===== src/rtl/pipe_pkg.sv =====
// pipe_pkg: shared widths and writeback result-select codes for the pipeline stages
package pipe_pkg;
  localparam int DBITS_DEFAULT = 32;
  localparam int REGBITS_DEFAULT = 4;
  localparam logic [1:0] WB_SEL_ALU = 2'b00;
  localparam logic [1:0] WB_SEL_MEM = 2'b01;
  localparam logic [1:0] WB_SEL_PC = 2'b10;
  localparam logic [1:0] WB_SEL_RSVD = 2'b11;
endpackage


===== src/rtl/regfile_2r1w.sv =====
// regfile_2r1w: 2^REGBITS x DBITS register file, 2 read / 1 write ports, write-first bypass
// Ports: clk, reset (sync, active-high clear), we/waddr/wdata write port,
//        raddr1/raddr2 -> rdata1/rdata2 combinational reads.
module regfile_2r1w
  import pipe_pkg::*;
#(
  parameter int DBITS = DBITS_DEFAULT,
  parameter int REGBITS = REGBITS_DEFAULT
) (
  input  logic               clk,
  input  logic               reset,
  input  logic               we,
  input  logic [REGBITS-1:0] waddr,
  input  logic [DBITS-1:0]   wdata,
  input  logic [REGBITS-1:0] raddr1,
  input  logic [REGBITS-1:0] raddr2,
  output logic [DBITS-1:0]   rdata1,
  output logic [DBITS-1:0]   rdata2
);
  logic [DBITS-1:0] regs_q [2**REGBITS];
  logic [DBITS-1:0] regs_d [2**REGBITS];
  always_comb begin
    regs_d = regs_q;
    if (we) regs_d[waddr] = wdata;
  end
  // Same-cycle write is returned to decode so it never stalls on writeback.
  always_comb begin
    rdata1 = (we && raddr1 == waddr) ? wdata : regs_q[raddr1];
    rdata2 = (we && raddr2 == waddr) ? wdata : regs_q[raddr2];
  end
  always_ff @(posedge clk) begin
    if (reset) regs_q <= '{default: '0};
    else regs_q <= regs_d;
  end
endmodule


===== src/rtl/wb_stage.sv =====
// wb_stage: writeback stage - result mux, register commit, decode read ports, forward bus
// Ports: M/W buffer inputs (*_W), decode reads rdIndex1/2 -> rdData1/2,
//        forward bus fwdValid_W/fwdIndex_W/fwdData_W, sticky badMux_W error flag.
// Build option WB_RETIRE_CNT_EN adds retireCnt_W, a count of non-bubble cycles.
module wb_stage
  import pipe_pkg::*;
#(
  parameter int DBITS = DBITS_DEFAULT,
  parameter int REGBITS = REGBITS_DEFAULT
) (
  input  logic               clk,
  input  logic               reset,
  input  logic               noop_W,
  input  logic [DBITS-1:0]   incPC_W,
  input  logic [DBITS-1:0]   ALUresult_W,
  input  logic [DBITS-1:0]   MEMresult_W,
  input  logic [REGBITS-1:0] destIndex_W,
  input  logic [1:0]         regFileMux_W,
  input  logic               regWrtEn_W,
  input  logic [REGBITS-1:0] rdIndex1,
  input  logic [REGBITS-1:0] rdIndex2,
  output logic [DBITS-1:0]   rdData1,
  output logic [DBITS-1:0]   rdData2,
  output logic               fwdValid_W,
  output logic [REGBITS-1:0] fwdIndex_W,
  output logic [DBITS-1:0]   fwdData_W,
`ifdef WB_RETIRE_CNT_EN
  output logic [DBITS-1:0]   retireCnt_W,
`endif
  output logic               badMux_W
);
  logic [DBITS-1:0] wb_data;
  logic commit, rsvd_wr, bad_d, bad_q;
  always_comb begin
    wb_data = (regFileMux_W == WB_SEL_ALU) ? ALUresult_W :
              (regFileMux_W == WB_SEL_MEM) ? MEMresult_W :
              (regFileMux_W == WB_SEL_PC)  ? incPC_W : '0;
    rsvd_wr = regWrtEn_W & ~noop_W & (regFileMux_W == WB_SEL_RSVD);
    // Reset masks the commit so it also disables bypass and the forward bus.
    commit = regWrtEn_W & ~noop_W & (regFileMux_W != WB_SEL_RSVD) & ~reset;
    bad_d = bad_q | rsvd_wr;
  end
  always_ff @(posedge clk) begin
    if (reset) bad_q <= 1'b0;
    else bad_q <= bad_d;
  end
  assign badMux_W = bad_q;
  assign fwdValid_W = commit;
  assign fwdIndex_W = destIndex_W;
  assign fwdData_W = wb_data;
  regfile_2r1w #(.DBITS(DBITS), .REGBITS(REGBITS)) u_rf (
    .clk(clk), .reset(reset), .we(commit), .waddr(destIndex_W), .wdata(wb_data),
    .raddr1(rdIndex1), .raddr2(rdIndex2), .rdata1(rdData1), .rdata2(rdData2)
  );
`ifdef WB_RETIRE_CNT_EN
  logic [DBITS-1:0] cnt_d, cnt_q;
  always_comb cnt_d = cnt_q + DBITS'(~noop_W);
  always_ff @(posedge clk) begin
    if (reset) cnt_q <= '0;
    else cnt_q <= cnt_d;
  end
  assign retireCnt_W = cnt_q;
`endif
endmodule


===== config.mk =====
export PLATFORM = sky130hd
export DESIGN_NAME = wb_stage
export DESIGN_NICKNAME = d
export VERILOG_FILES = /design/src/rtl/pipe_pkg.sv /design/src/rtl/regfile_2r1w.sv /design/src/rtl/wb_stage.sv
export SDC_FILE = /design/constraint.sdc
export NUM_CORES = 1
export LEC_CHECK = 0
export BUFFER_PORTS_ARGS = -buffer_cell sky130_fd_sc_hd__buf_2
export CAP_MARGIN = 20
export CORE_AREA = 2 2 236 238
export CTS_CLUSTER_SIZE = 8
export DETAILED_ROUTE_END_ITERATION = 16
export DIE_AREA = 0 0 238 240
export HOLD_SLACK_MARGIN = 0.06
export PLACE_DENSITY = 0.76
export SLEW_MARGIN = 20
export SYNTH_ARGS = -nofsm -noshare
export SYNTH_HDL_FRONTEND = slang
export SYNTH_SLANG_ARGS = --single-unit

===== constraint.sdc =====
create_clock -name clk -period 1.7 [get_ports clk]
set_input_delay 0.17 -clock clk [delete_from_list [all_inputs] [get_ports clk]]
set_output_delay 0.17 -clock clk [all_outputs]
set_load 0.005 [all_outputs]

### After elaboration in Yosys (flattened, before gate mapping)

Cells that the tools add are included.

* add/sub/neg operators: 0
* multiply operators: 0
* div/mod/pow operators: 0
* magnitude comparators: 4
* eq/ne operators: 6
* shift-type cells: 0
* multiplexer cells: 14
* bitwise gates (word level): 10
* reductions and logical operators: 4

Operators with widths (count)
* $bwmux W512: 1
* $mux W32: 10
* $bmux W32 S4: 2
* $demux W32 S4: 1
* $ge A5 B5 Y1 const B: 3
* $not A4 Y5: 3
* $eq A4 B4 Y1: 2
* $lt A5 B1 Y1 const B: 1
* $and A1 B1 Y1: 4
* $eq A2 B2 Y1 const B: 2
* $logic_and A1 B1 Y1: 3
* $eq A2 B1 Y1 const B: 1
* $logic_not A2 Y1: 1
* $ne A2 B2 Y1 const B: 1
* $not A1 Y1: 2
* $or A1 B1 Y1: 1

* register bits after elaboration: 513
* latch bits: 0
* RAM bits: 0
* memory bits (read-only): 0
* bits of input ports: 114
* output and inout bits: 102
* word-level logic and storage cells: 55
* memories kept: 0

### Longest topological paths before layout

Gate-level depths: netlist (run 1).

* word-level depth: 6
* depth in mapped cells: 7
* depth with buffers taken out: 4

### Hierarchy

A second synthesis (run 1) with hierarchy kept.

* cells, all modules: 3024
* area, all modules: 26925.8 um2

Modules (own cells, without submodules)
* regfile_2r1w: times used 1, cells each 2937, area each 26058.7 um2, seq. area each 10249.8 um2
* wb_stage: times used 1, cells each 87, area each 867.1 um2, seq. area each 20.0 um2

### Worst setup path before layout (run 1)

No wires, ideal clock.

* kind: in2out
* start point: in rdIndex2[0]
* end point: out rdData2[23]
* data arrival time: 1648 ps
* required time: 1530 ps
* path slack: -118 ps
* stages on the path: 6
* buffers on the path: 3
* cells stage by stage: buf_4 -> buf_6 -> buf_2 -> mux4_2 -> a221oi_1 -> mux2i_1

* word-level cells in the longest chain between the ends: 5
* elaborated cells on any way between the ends: 7
* those cells by class: 1 x eq/ne; 4 x mux; 1 x bitwise; 1 x reduce/logical

RTL lines
* start: declaration: line wb_stage.sv:21 `input logic [REGBITS-1:0] rdIndex2,`
* $not A4 Y5 (implied by the code): line regfile_2r1w.sv:29 `rdata2 = (we && raddr2 == waddr) ? wdata : regs_q[raddr2];`
* $bmux W32 S4: line regfile_2r1w.sv:29
* $mux W32 (implied by the code) (2 in series): line regfile_2r1w.sv:29
* $mux W32 *: line regfile_2r1w.sv:29
* end: declaration: line wb_stage.sv:23 `output logic [DBITS-1:0] rdData2,`

Every way passes the cells marked *; elsewhere a longest branch is shown, timed or not. The select of a mux whose other input is x is not followed.

### Final worst setup path (run 1)

* start point: reg u_rf.regs_q[132] (netlist bit)
* end point: out rdData1[4]

* word-level cells in the longest chain between the ends: 4

RTL lines
* start: declaration: line regfile_2r1w.sv:20 `logic [DBITS-1:0] regs_q [2**REGBITS];`
* start signal: assignment: line regfile_2r1w.sv:33 `else regs_q <= regs_d;`
* $bmux W32 S4: line regfile_2r1w.sv:28 `rdata1 = (we && raddr1 == waddr) ? wdata : regs_q[raddr1];`
* $mux W32 (implied by the code) (2 in series): line regfile_2r1w.sv:28
* $mux W32: line regfile_2r1w.sv:28
* end: declaration: line wb_stage.sv:22 `output logic [DBITS-1:0] rdData1,`

No other way between the ends. The select of a mux whose other input is x is not followed.

==> impl_metrics.sql, run 1 <==
INSERT INTO impl_metrics (metric_group, metric, value, unit) VALUES
('synthesis', 'synthesis.area', '0.0297', 'mm2'),
('timing', 'finalHoldViolations', '0', ''),
('power_and_ir_drop', 'cellInternalPower', '21.8', 'mW'),
('global_routing', 'first_global_vias', '28100', ''),
('detailed_routing', 'avgRoutedWirePerCell', '30.7', 'um'),
('place', 'dp_hpwl', '74400', 'um'),
('synthesis', 'synthDominantCellAreaShare', '34.6', '%'),
('floorplan', 'ios', '216', ''),
('global_routing', 'pin_count_of_the_biggest_net_entering_global_routing', '153', ''),
('floorplan', 'placement_rows', '86', ''),
('critical_path', 'cp_max_fo', '3', ''),
('timing', 'number_of_setup_violations_in_the_final_report', '64', ''),
('cts', 'clk_transition_reported_paths', '0.05', 'ns'),
('detailed_routing', 'antenna_left', '0', ''),
('detailed_routing', 'drc', '0', ''),
('synthesis', 'synth-seq-area-share', '34.6', '%'),
('global_routing', 'number_of_antenna_violations_at_the_first_check_in_global_routing', '1', ''),
('cts', 'clock-sinks', '513', ''),
('job', 'cap_viol_max_count', '0', ''),
('timing', 'final.period_utilization', '146', '%'),
('power_and_ir_drop', 'comb_power_share', '14.4', '%'),
('hold_path', 'hold_path_class', 'input port to register', ''),
('critical_path', 'critPathCaptureType', 'output pin', ''),
('power_and_ir_drop', 'p_sw_share', '27.0', '%'),
('power_and_ir_drop', 'power_density_of_the_placed_cells', '773', 'mW/mm2'),
('global_routing', 'grt_first_pass_wirelength', '173000', 'um'),
('layout', 'fillCellCount', '3533', ''),
('critical_path', 'cp.required', '1.53', 'ns'),
('place', 'placement.io_buffers', '215', ''),
('timing', 'fmax', '0.403', 'GHz'),
('power_and_ir_drop', 'power.ir.vdd_worst', '0.602', 'mV'),
('place', 'gp_routability_congestion', '0.936', ''),
('power_and_ir_drop', 'net-switching-power', '8.03', 'mW'),
('timing', 'timing_max_transition_violations_final', '0', ''),
('floorplan', 'floorplan.die_area', '0.0571', 'mm2'),
('cts', 'clock_tree_from_tritoncts', 'yes', ''),
('power_and_ir_drop', 'power_frac_seq', '40.9', '%'),
('synthesis', 'synth_warnings', '0', ''),
('floorplan', 'initial_core_util', '54.3', '%'),
('detailed_routing', 'detailroute.via_count', '27800', ''),
('synthesis', 'number_of_cells_produced_by_synthesis', '2546', ''),
('layout', 'finish.net_count', '3176', ''),
('synthesis', 'synth.net_count', '2660', ''),
('timing', 'timing.clock.skew', '0', 'ns'),
('place', 'place_inst', '3664', ''),
('power_and_ir_drop', 'total_leakage_power', '13.9', 'nW'),
('detailed_routing', 'first_pass_iters', '6', ''),
('critical_path', 'crit_arrival', '2.31', 'ns'),
('timing', 'tightestPinTransition', '0.960', 'ns'),
('critical_path', 'worst_setup_path_start_kind', 'register', ''),
('timing', 'final.setup.tns', '-41.50', 'ns'),
('run_status', 'outcome', 'finished, violations left', ''),
('synthesis', 'postSynthAreaPerCell', '11.7', 'um2'),
('floorplan', 'core_area', '0.0547', 'mm2'),
('cts', 'clock_tree.htree_level_count', '3', ''),
('cts', 'clock_latency', '0.60', 'ns'),
('layout', 'area_growth_syn_to_layout', '29.7', '%'),
('cts', 'max_buffers_root_to_sink', '3', ''),
('synthesis', 'synth_cell_type_count', '30', ''),
('timing', 'timing.slew.headroom', '36.0', '%'),
('cts', 'tritoncts.num_buffers', '74', ''),
('detailed_routing', 'routed_wl', '116000', 'um'),
('power_and_ir_drop', 'design_power_total', '29.8', 'mW'),
('floorplan', 'die_height', '240', 'um'),
('run_status', 'violations', 'negative setup slack', ''),
('global_routing', 'leftover_overflow_at_the_end_of_global_routing', '0', ''),
('floorplan', 'die_x', '238', 'um'),
('synthesis', 'postSynthRegisterBits', '513', ''),
('power_and_ir_drop', 'power_frac_clock', '44.6', '%'),
('critical_path', 'timing_worst_setup_path_type', 'register to output pin', ''),
('layout', 'drive_gt1_share', '58.6', '%'),
('synthesis', 'yosys-top-cells-area', 'sky130_fd_sc_hd__dfxtp_1 35%, sky130_fd_sc_hd__mux4_2 19%, sky130_fd_sc_hd__a211oi_2 10%, sky130_fd_sc_hd__a211oi_1 6.9%, sky130_fd_sc_hd__a21oi_2 6.3%', ''),
('detailed_routing', 'avg_vias_per_cell', '7.37', ''),
('detailed_routing', 'drt_iter0_markers', '4273', ''),
('synthesis', 'synth_area_leader_cell', 'sky130_fd_sc_hd__dfxtp_1', ''),
('layout', 'fin_cells', '3772', ''),
('timing', 'finalWorstSetupSlack', '-0.784', 'ns'),
('cts', 'master_cell_of_the_clock_root_buffer', 'sky130_fd_sc_hd__clkbuf_16', ''),
('timing', 'grt_setup_unrepaired', 'true', ''),
('global_routing', 'grt_use_total', '39.8', '%'),
('timing', 'finalWorstPathRequiredPeriod', '2.48', 'ns');
registers in the layout (all words and copies together) (netlist names):
signal	flops
u_rf.regs_q	512
badMux_W	1
path summary, 6_finish.rpt:
| kind | from | endpoint | slack [ns] | cells after the start |
|---|---|---|---|---|
| setup reg to reg | u_rf.regs_q[14]$_SDFFE_PP0P_ | u_rf.regs_q[14]$_SDFFE_PP0P_ | 0.76 | 4 |
| setup / recovery | u_rf.regs_q[132]$_SDFFE_PP0P_ | rdData1[4] | -0.78 | 6 |
| hold reg to reg | badMux_W$_SDFF_PP0_ | badMux_W$_SDFF_PP0_ | 0.50 | 2 |
| hold / removal | incPC_W[28] | u_rf.regs_q[92]$_SDFFE_PP0P_ | 0.05 | 3 |
area by class of cell:
type / instances / area, um2 / area share, %
clock buffers: 78 / 1930 / 5.01
repair buffers: 812 / 7400 / 19.2
diodes: 1 / 2.50 / 0.00650
multi-input cells: 1627 / 17800 / 46.1
inverters: 34 / 128 / 0.331
clock inverters: 3 / 26.3 / 0.0682
well taps: 704 / 881 / 2.29
flip-flops and latches: 513 / 10400 / 26.9
power groups by stage:
stage	logic, mW	registers, mW	clock network, mW
detailed placement	3.93	12.4	0
finish	4.30	12.2	13.3
floorplan	2.12	12.4	0
global placement	3.85	12.4	0
CTS	4.13	12.2	13.2
global route	4.42	12.2	13.7
kinds of logic after synthesis:
| family | count (synthesis) | synth area share [%] |
|---|---|---|
| XOR/XNOR | 8 | 0.236 |
| AO/OA/AOI/OAI | 1186 | 32.7 |
| buffers and inverters | 406 | 8.31 |
| multiplexers | 352 | 22.6 |
| flip-flops | 513 | 34.6 |
| AND/OR/NAND/NOR | 81 | 1.56 |
cell usage in the layout, fill, tap and decap left out, types with 5 or more instances in the layout:
master                      Yosys  final
sky130_fd_sc_hd__dfxtp_2        0     83
sky130_fd_sc_hd__nor2b_1       12      5
sky130_fd_sc_hd__buf_2        133    208
sky130_fd_sc_hd__a221oi_2       0     60
sky130_fd_sc_hd__a211oi_1     272    272
sky130_fd_sc_hd__a21oi_2      213    186
sky130_fd_sc_hd__and2_2         0     16
sky130_fd_sc_hd__a211oi_2     240    240
sky130_fd_sc_hd__mux2i_2        0     13
sky130_fd_sc_hd__buf_12        17    136
sky130_fd_sc_hd__mux2i_1       96     81
sky130_fd_sc_hd__buf_4         50    441
sky130_fd_sc_hd__mux4_2       256    256
sky130_fd_sc_hd__xor2_1         8      8
sky130_fd_sc_hd__buf_6         34     16
sky130_fd_sc_hd__nor2_1        39     36
sky130_fd_sc_hd__buf_8          5      5
sky130_fd_sc_hd__inv_1         32     32
sky130_fd_sc_hd__clkbuf_16      0     77
sky130_fd_sc_hd__a22o_1        64     63
sky130_fd_sc_hd__dfxtp_1      513    430
sky130_fd_sc_hd__a21oi_4        0     27
sky130_fd_sc_hd__a21oi_1      331    331
critical path: stages, from the launching register on:
cell and delay (ns):
sky130_fd_sc_hd__dfxtp_1 0.33, sky130_fd_sc_hd__mux4_2 0.45, sky130_fd_sc_hd__a22o_1 0.26, sky130_fd_sc_hd__a221oi_2 0.28
sky130_fd_sc_hd__buf_4 0.19, sky130_fd_sc_hd__mux2i_1 0.06, sky130_fd_sc_hd__buf_2 0.15
routing by layer:
layer	part of all wire [%]	track usage [%]
met1	35	49.3
met2	44	60.4
met3	14	11.1
met4	7.6	27.4
met5	0	0
repair_timing:
item / 4_1_cts / 5_1_grt
hold buffers: 4 / 0
endpoints found under the setup margin: 77 / 78
resized for setup: 165 / 37
setup buffers: 25 / 6
endpoints found under the hold margin: 9 / 0
pin swaps: 73 / 3
cells in the mapped netlist, drive strengths merged:
| library cell | n |
|---|---|
| dfxtp | 513 |
| nor2b | 12 |
| nor4 | 6 |
| buf | 250 |
| inv | 34 |
| a22o | 64 |
| a211oi | 512 |
| nand2 | 2 |
| mux2i | 96 |
| a21o | 1 |
| xor2 | 8 |
| nor2 | 39 |
| mux4 | 256 |
| and2 | 21 |
| a31oi | 1 |
| nand2b | 1 |
| clkbuf | 122 |
| a21oi | 544 |
| a221oi | 64 |
stage by stage:
step / utilization (%) / setup slack [ns] / area, um2 / hold slack (ns)
after CTS: 70.2 / -0.766 / 38400 / 0.0675
after detailed placement: 64.9 / -0.697 / 35500 / 0.484
after global placement: 64.9 / -0.674 / 35500 / 0.482
after floorplan: - / -0.0401 / 30000 / 0.421
final: 70.5 / -0.784 / 38500 / 0.0550
after global routing: 70.4 / -0.807 / 38500 / 0.0841
(Power assumes the default switching activity.)
==> run 2, diff against run 1 <==
--- a/config.mk
+++ b/config.mk
@@ -7,10 +7,10 @@
 export LEC_CHECK = 0
 export BUFFER_PORTS_ARGS = -buffer_cell sky130_fd_sc_hd__buf_2
 export CAP_MARGIN = 20
-export CORE_AREA = 2 2 236 238
+export CORE_AREA = 8 8 242 244
 export CTS_CLUSTER_SIZE = 8
 export DETAILED_ROUTE_END_ITERATION = 16
-export DIE_AREA = 0 0 238 240
+export DIE_AREA = 0 0 250 252
 export HOLD_SLACK_MARGIN = 0.06
 export PLACE_DENSITY = 0.76
 export SLEW_MARGIN = 20
==> run 2 against run 1 <==
The flow still finishes with violations (negative setup slack). Clock skew did not move. Core utilization rose by 1.1 points. First-iteration DRC count rose by 16%. Sequential power barely moved. Die area rose by 10%. Non-clock buffer count rose by 42.
==> impl_metrics.sql, run 2 (synthesis gave the netlist of run 1 again) <==
INSERT INTO impl_metrics (metric_group, metric, value, unit) VALUES
('run_status', 'outcome', 'finished, violations left', ''),
('run_status', 'violations', 'negative setup slack', ''),
('layout', 'drive_gt1_share', '59.1', '%'),
('place', 'placement.io_buffers', '215', ''),
('detailed_routing', 'avg_vias_per_cell', '7.60', ''),
('critical_path', 'worst_setup_path_start_kind', 'register', ''),
('cts', 'clock_tree.htree_level_count', '3', ''),
('layout', 'most_flop_heavy_register', 'u_rf.regs_q', ''),
('detailed_routing', 'route.met2.wl', '53500', 'um'),
('floorplan', 'placement_rows', '86', ''),
('power_and_ir_drop', 'power_frac_seq', '40.3', '%'),
('critical_path', 'timing_worst_setup_path_type', 'register to output pin', ''),
('layout', 'fillCellCount', '3300', ''),
('cts', 'clk_transition_reported_paths', '0.05', 'ns'),
('timing', 'final.setup.tns', '-42.20', 'ns'),
('timing', 'timing.slew.headroom', '12.3', '%'),
('power_and_ir_drop', 'power.ir.vdd_worst', '0.740', 'mV'),
('global_routing', 'grt_first_pass_wirelength', '185000', 'um'),
('timing', 'tightestPinTransition', '1.31', 'ns'),
('job', 'cap_viol_max_count', '0', ''),
('global_routing', 'leftover_overflow_at_the_end_of_global_routing', '0', ''),
('critical_path', 'timing.critical_path.from', 'u_rf.regs_q[61]$_SDFFE_PP0P_', ''),
('timing', 'finalWorstPathRequiredPeriod', '2.57', 'ns'),
('detailed_routing', 'routed_wl', '125000', 'um'),
('detailed_routing', 'drt_iter0_markers', '4953', ''),
('cts', 'clock_tree_from_tritoncts', 'yes', ''),
('power_and_ir_drop', 'design_power_total', '30.3', 'mW'),
('floorplan', 'die_height', '252', 'um'),
('layout', 'area_growth_syn_to_layout', '31.6', '%'),
('cts', 'max_buffers_root_to_sink', '3', ''),
('floorplan', 'core_area', '0.0547', 'mm2'),
('place', 'gp_routability_congestion', '0.971', ''),
('timing', 'fmax', '0.389', 'GHz'),
('floorplan', 'die_x', '250', 'um'),
('place', 'pre_cts_ws', '-0.780', 'ns'),
('power_and_ir_drop', 'comb_power_share', '15.0', '%'),
('timing', 'finalHoldViolations', '0', ''),
('timing', 'grt_setup_unrepaired', 'true', ''),
('critical_path', 'timing.reg2reg.worst_path_depth', '2', ''),
('cts', 'tritoncts.num_buffers', '74', ''),
('floorplan', 'ios', '216', ''),
('timing', 'timing_max_transition_violations_final', '0', ''),
('critical_path', 'crit_arrival', '2.40', 'ns'),
('detailed_routing', 'wl_met1', '41000', 'um'),
('power_and_ir_drop', 'total_leakage_power', '14.2', 'nW'),
('critical_path', 'critPathCaptureType', 'output pin', ''),
('timing', 'final.period_utilization', '151', '%'),
('place', 'dp_hpwl', '78000', 'um'),
('cts', 'clock_latency', '0.61', 'ns'),
('power_and_ir_drop', 'p_sw_share', '27.5', '%'),
('place', 'placement.cell_area', '0.0361', 'mm2'),
('power_and_ir_drop', 'cellInternalPower', '21.9', 'mW'),
('hold_path', 'hold_path_class', 'input port to register', ''),
('power_and_ir_drop', 'net-switching-power', '8.33', 'mW'),
('global_routing', 'first_global_vias', '29500', ''),
('detailed_routing', 'detailroute.wirelength.met3', '19900', 'um'),
('critical_path', 'worst_setup_endpoint', 'rdData1[29]', ''),
('floorplan', 'initial_core_util', '54.3', '%'),
('layout', 'finalInstanceArea', '0.0391', 'mm2'),
('detailed_routing', 'route.top_layer_used', 'met5', ''),
('layout', 'commonest_cells_after_routing_fill_and_taps_aside', '464 x sky130_fd_sc_hd__buf_4, 430 x sky130_fd_sc_hd__dfxtp_1, 331 x sky130_fd_sc_hd__a21oi_1', ''),
('layout', 'commonest_non_fill_non_tap_cell_in_the_layout', 'sky130_fd_sc_hd__buf_4', ''),
('timing', 'number_of_setup_violations_in_the_final_report', '64', ''),
('timing', 'timing.clock.skew', '0', 'ns'),
('layout', 'post-route-util', '71.5', '%'),
('detailed_routing', 'drc', '0', ''),
('detailed_routing', 'detailroute.via_count', '29000', ''),
('global_routing', 'number_of_antenna_violations_at_the_first_check_in_global_routing', '2', ''),
('layout', 'finish.net_count', '3218', ''),
('global_routing', 'pin_count_of_the_biggest_net_entering_global_routing', '186', ''),
('timing', 'finalWorstSetupSlack', '-0.868', 'ns'),
('critical_path', 'rr_endpoint', 'u_rf.regs_q[244]$_SDFFE_PP0P_', ''),
('cts', 'clock-sinks', '513', ''),
('critical_path', 'ff2ff_setup_slack', '0.68', 'ns'),
('detailed_routing', 'antenna_left', '0', ''),
('critical_path', 'cp.required', '1.53', 'ns'),
('cts', 'master_cell_of_the_clock_root_buffer', 'sky130_fd_sc_hd__clkbuf_16', ''),
('critical_path', 'cp_max_fo', '3', ''),
('power_and_ir_drop', 'power_density_of_the_placed_cells', '774', 'mW/mm2'),
('layout', 'largest_register_ff_count', '512', ''),
('floorplan', 'floorplan.die_area', '0.0630', 'mm2'),
('detailed_routing', 'avgRoutedWirePerCell', '32.8', 'um'),
('critical_path', 'r2r_start', 'u_rf.regs_q[244]$_SDFFE_PP0P_', ''),
('detailed_routing', 'first_pass_iters', '6', ''),
('global_routing', 'grt_use_total', '37.9', '%'),
('power_and_ir_drop', 'power_frac_clock', '44.8', '%');
==> run 2: per-stage QoR <==
stage / cells / hold slack [ns]
2_1_floorplan: 2546 / 0.421
3_3_place_gp: 3706 / 0.445
3_5_place_dp: 3706 / 0.460
4_1_cts: 3804 / 0.0637
5_1_grt: 3815 / 0.0751
6_report: 3816 / 0.0454
==> run 2: routing by layer <==
layer  track usage [%]  vias up
met5                 0        -
met4              26.4        2
met3              14.3      890
met2              56.6     2978
met1              45.2    13900
li1                  -    11200
==> run 2: worst min-delay path by stage <==
stage / from / endpoint / slack, ns / cells after the start
6_report: regFileMux_W[0] / badMux_W$_SDFF_PP0_ / 0.05 / 4
5_1_grt: incPC_W[19] / u_rf.regs_q[147]$_SDFFE_PP0P_ / 0.08 / 4
4_1_cts: incPC_W[19] / u_rf.regs_q[147]$_SDFFE_PP0P_ / 0.06 / 4
3_5_place_dp: badMux_W$_SDFF_PP0_ / badMux_W$_SDFF_PP0_ / 0.46 / 2
3_3_place_gp: badMux_W$_SDFF_PP0_ / badMux_W$_SDFF_PP0_ / 0.44 / 2
2_1_floorplan: destIndex_W[0] / fwdIndex_W[0] / 0.42 / 1
==> run 2: repair_timing <==
item,4_1_cts,5_1_grt
hold buffers,8,0
cloned,0,1
gates resized for setup,161,40
pin swaps,69,9
setup buffers,12,12
setup endpoints to repair,77,77
endpoints found under the hold margin,10,0
==> run 2: final cells by class <==
cell class / instances / area [um2] / area share, %
multi-input combinational: 1627 / 17800 / 45.4
sequential: 513 / 10400 / 26.5
timing repair buffer: 854 / 7960 / 20.3
clock buffer: 78 / 1930 / 4.94
tap: 704 / 881 / 2.25
inverter: 34 / 128 / 0.326
clock inverter: 5 / 70.1 / 0.179
antenna: 1 / 2.50 / 0.00640
==> run 2: power groups by stage <==
stage	Sequential, mW	Clock [mW]	Combinational, mW
finish	12.2	13.5	4.53
CTS	12.2	13.4	4.28
global placement	12.4	0	4.07
detailed placement	12.4	0	4.17
floorplan	12.4	0	2.12
global route	12.2	13.9	4.62
==> run 2: critical path, cell delays in order, from the launching register on <==
cell                       delay, ns
sky130_fd_sc_hd__dfxtp_2        0.35
sky130_fd_sc_hd__mux4_2         0.53
sky130_fd_sc_hd__a22o_1         0.25
sky130_fd_sc_hd__a221oi_2       0.25
sky130_fd_sc_hd__buf_4          0.18
sky130_fd_sc_hd__mux2i_1        0.06
sky130_fd_sc_hd__buf_2          0.14
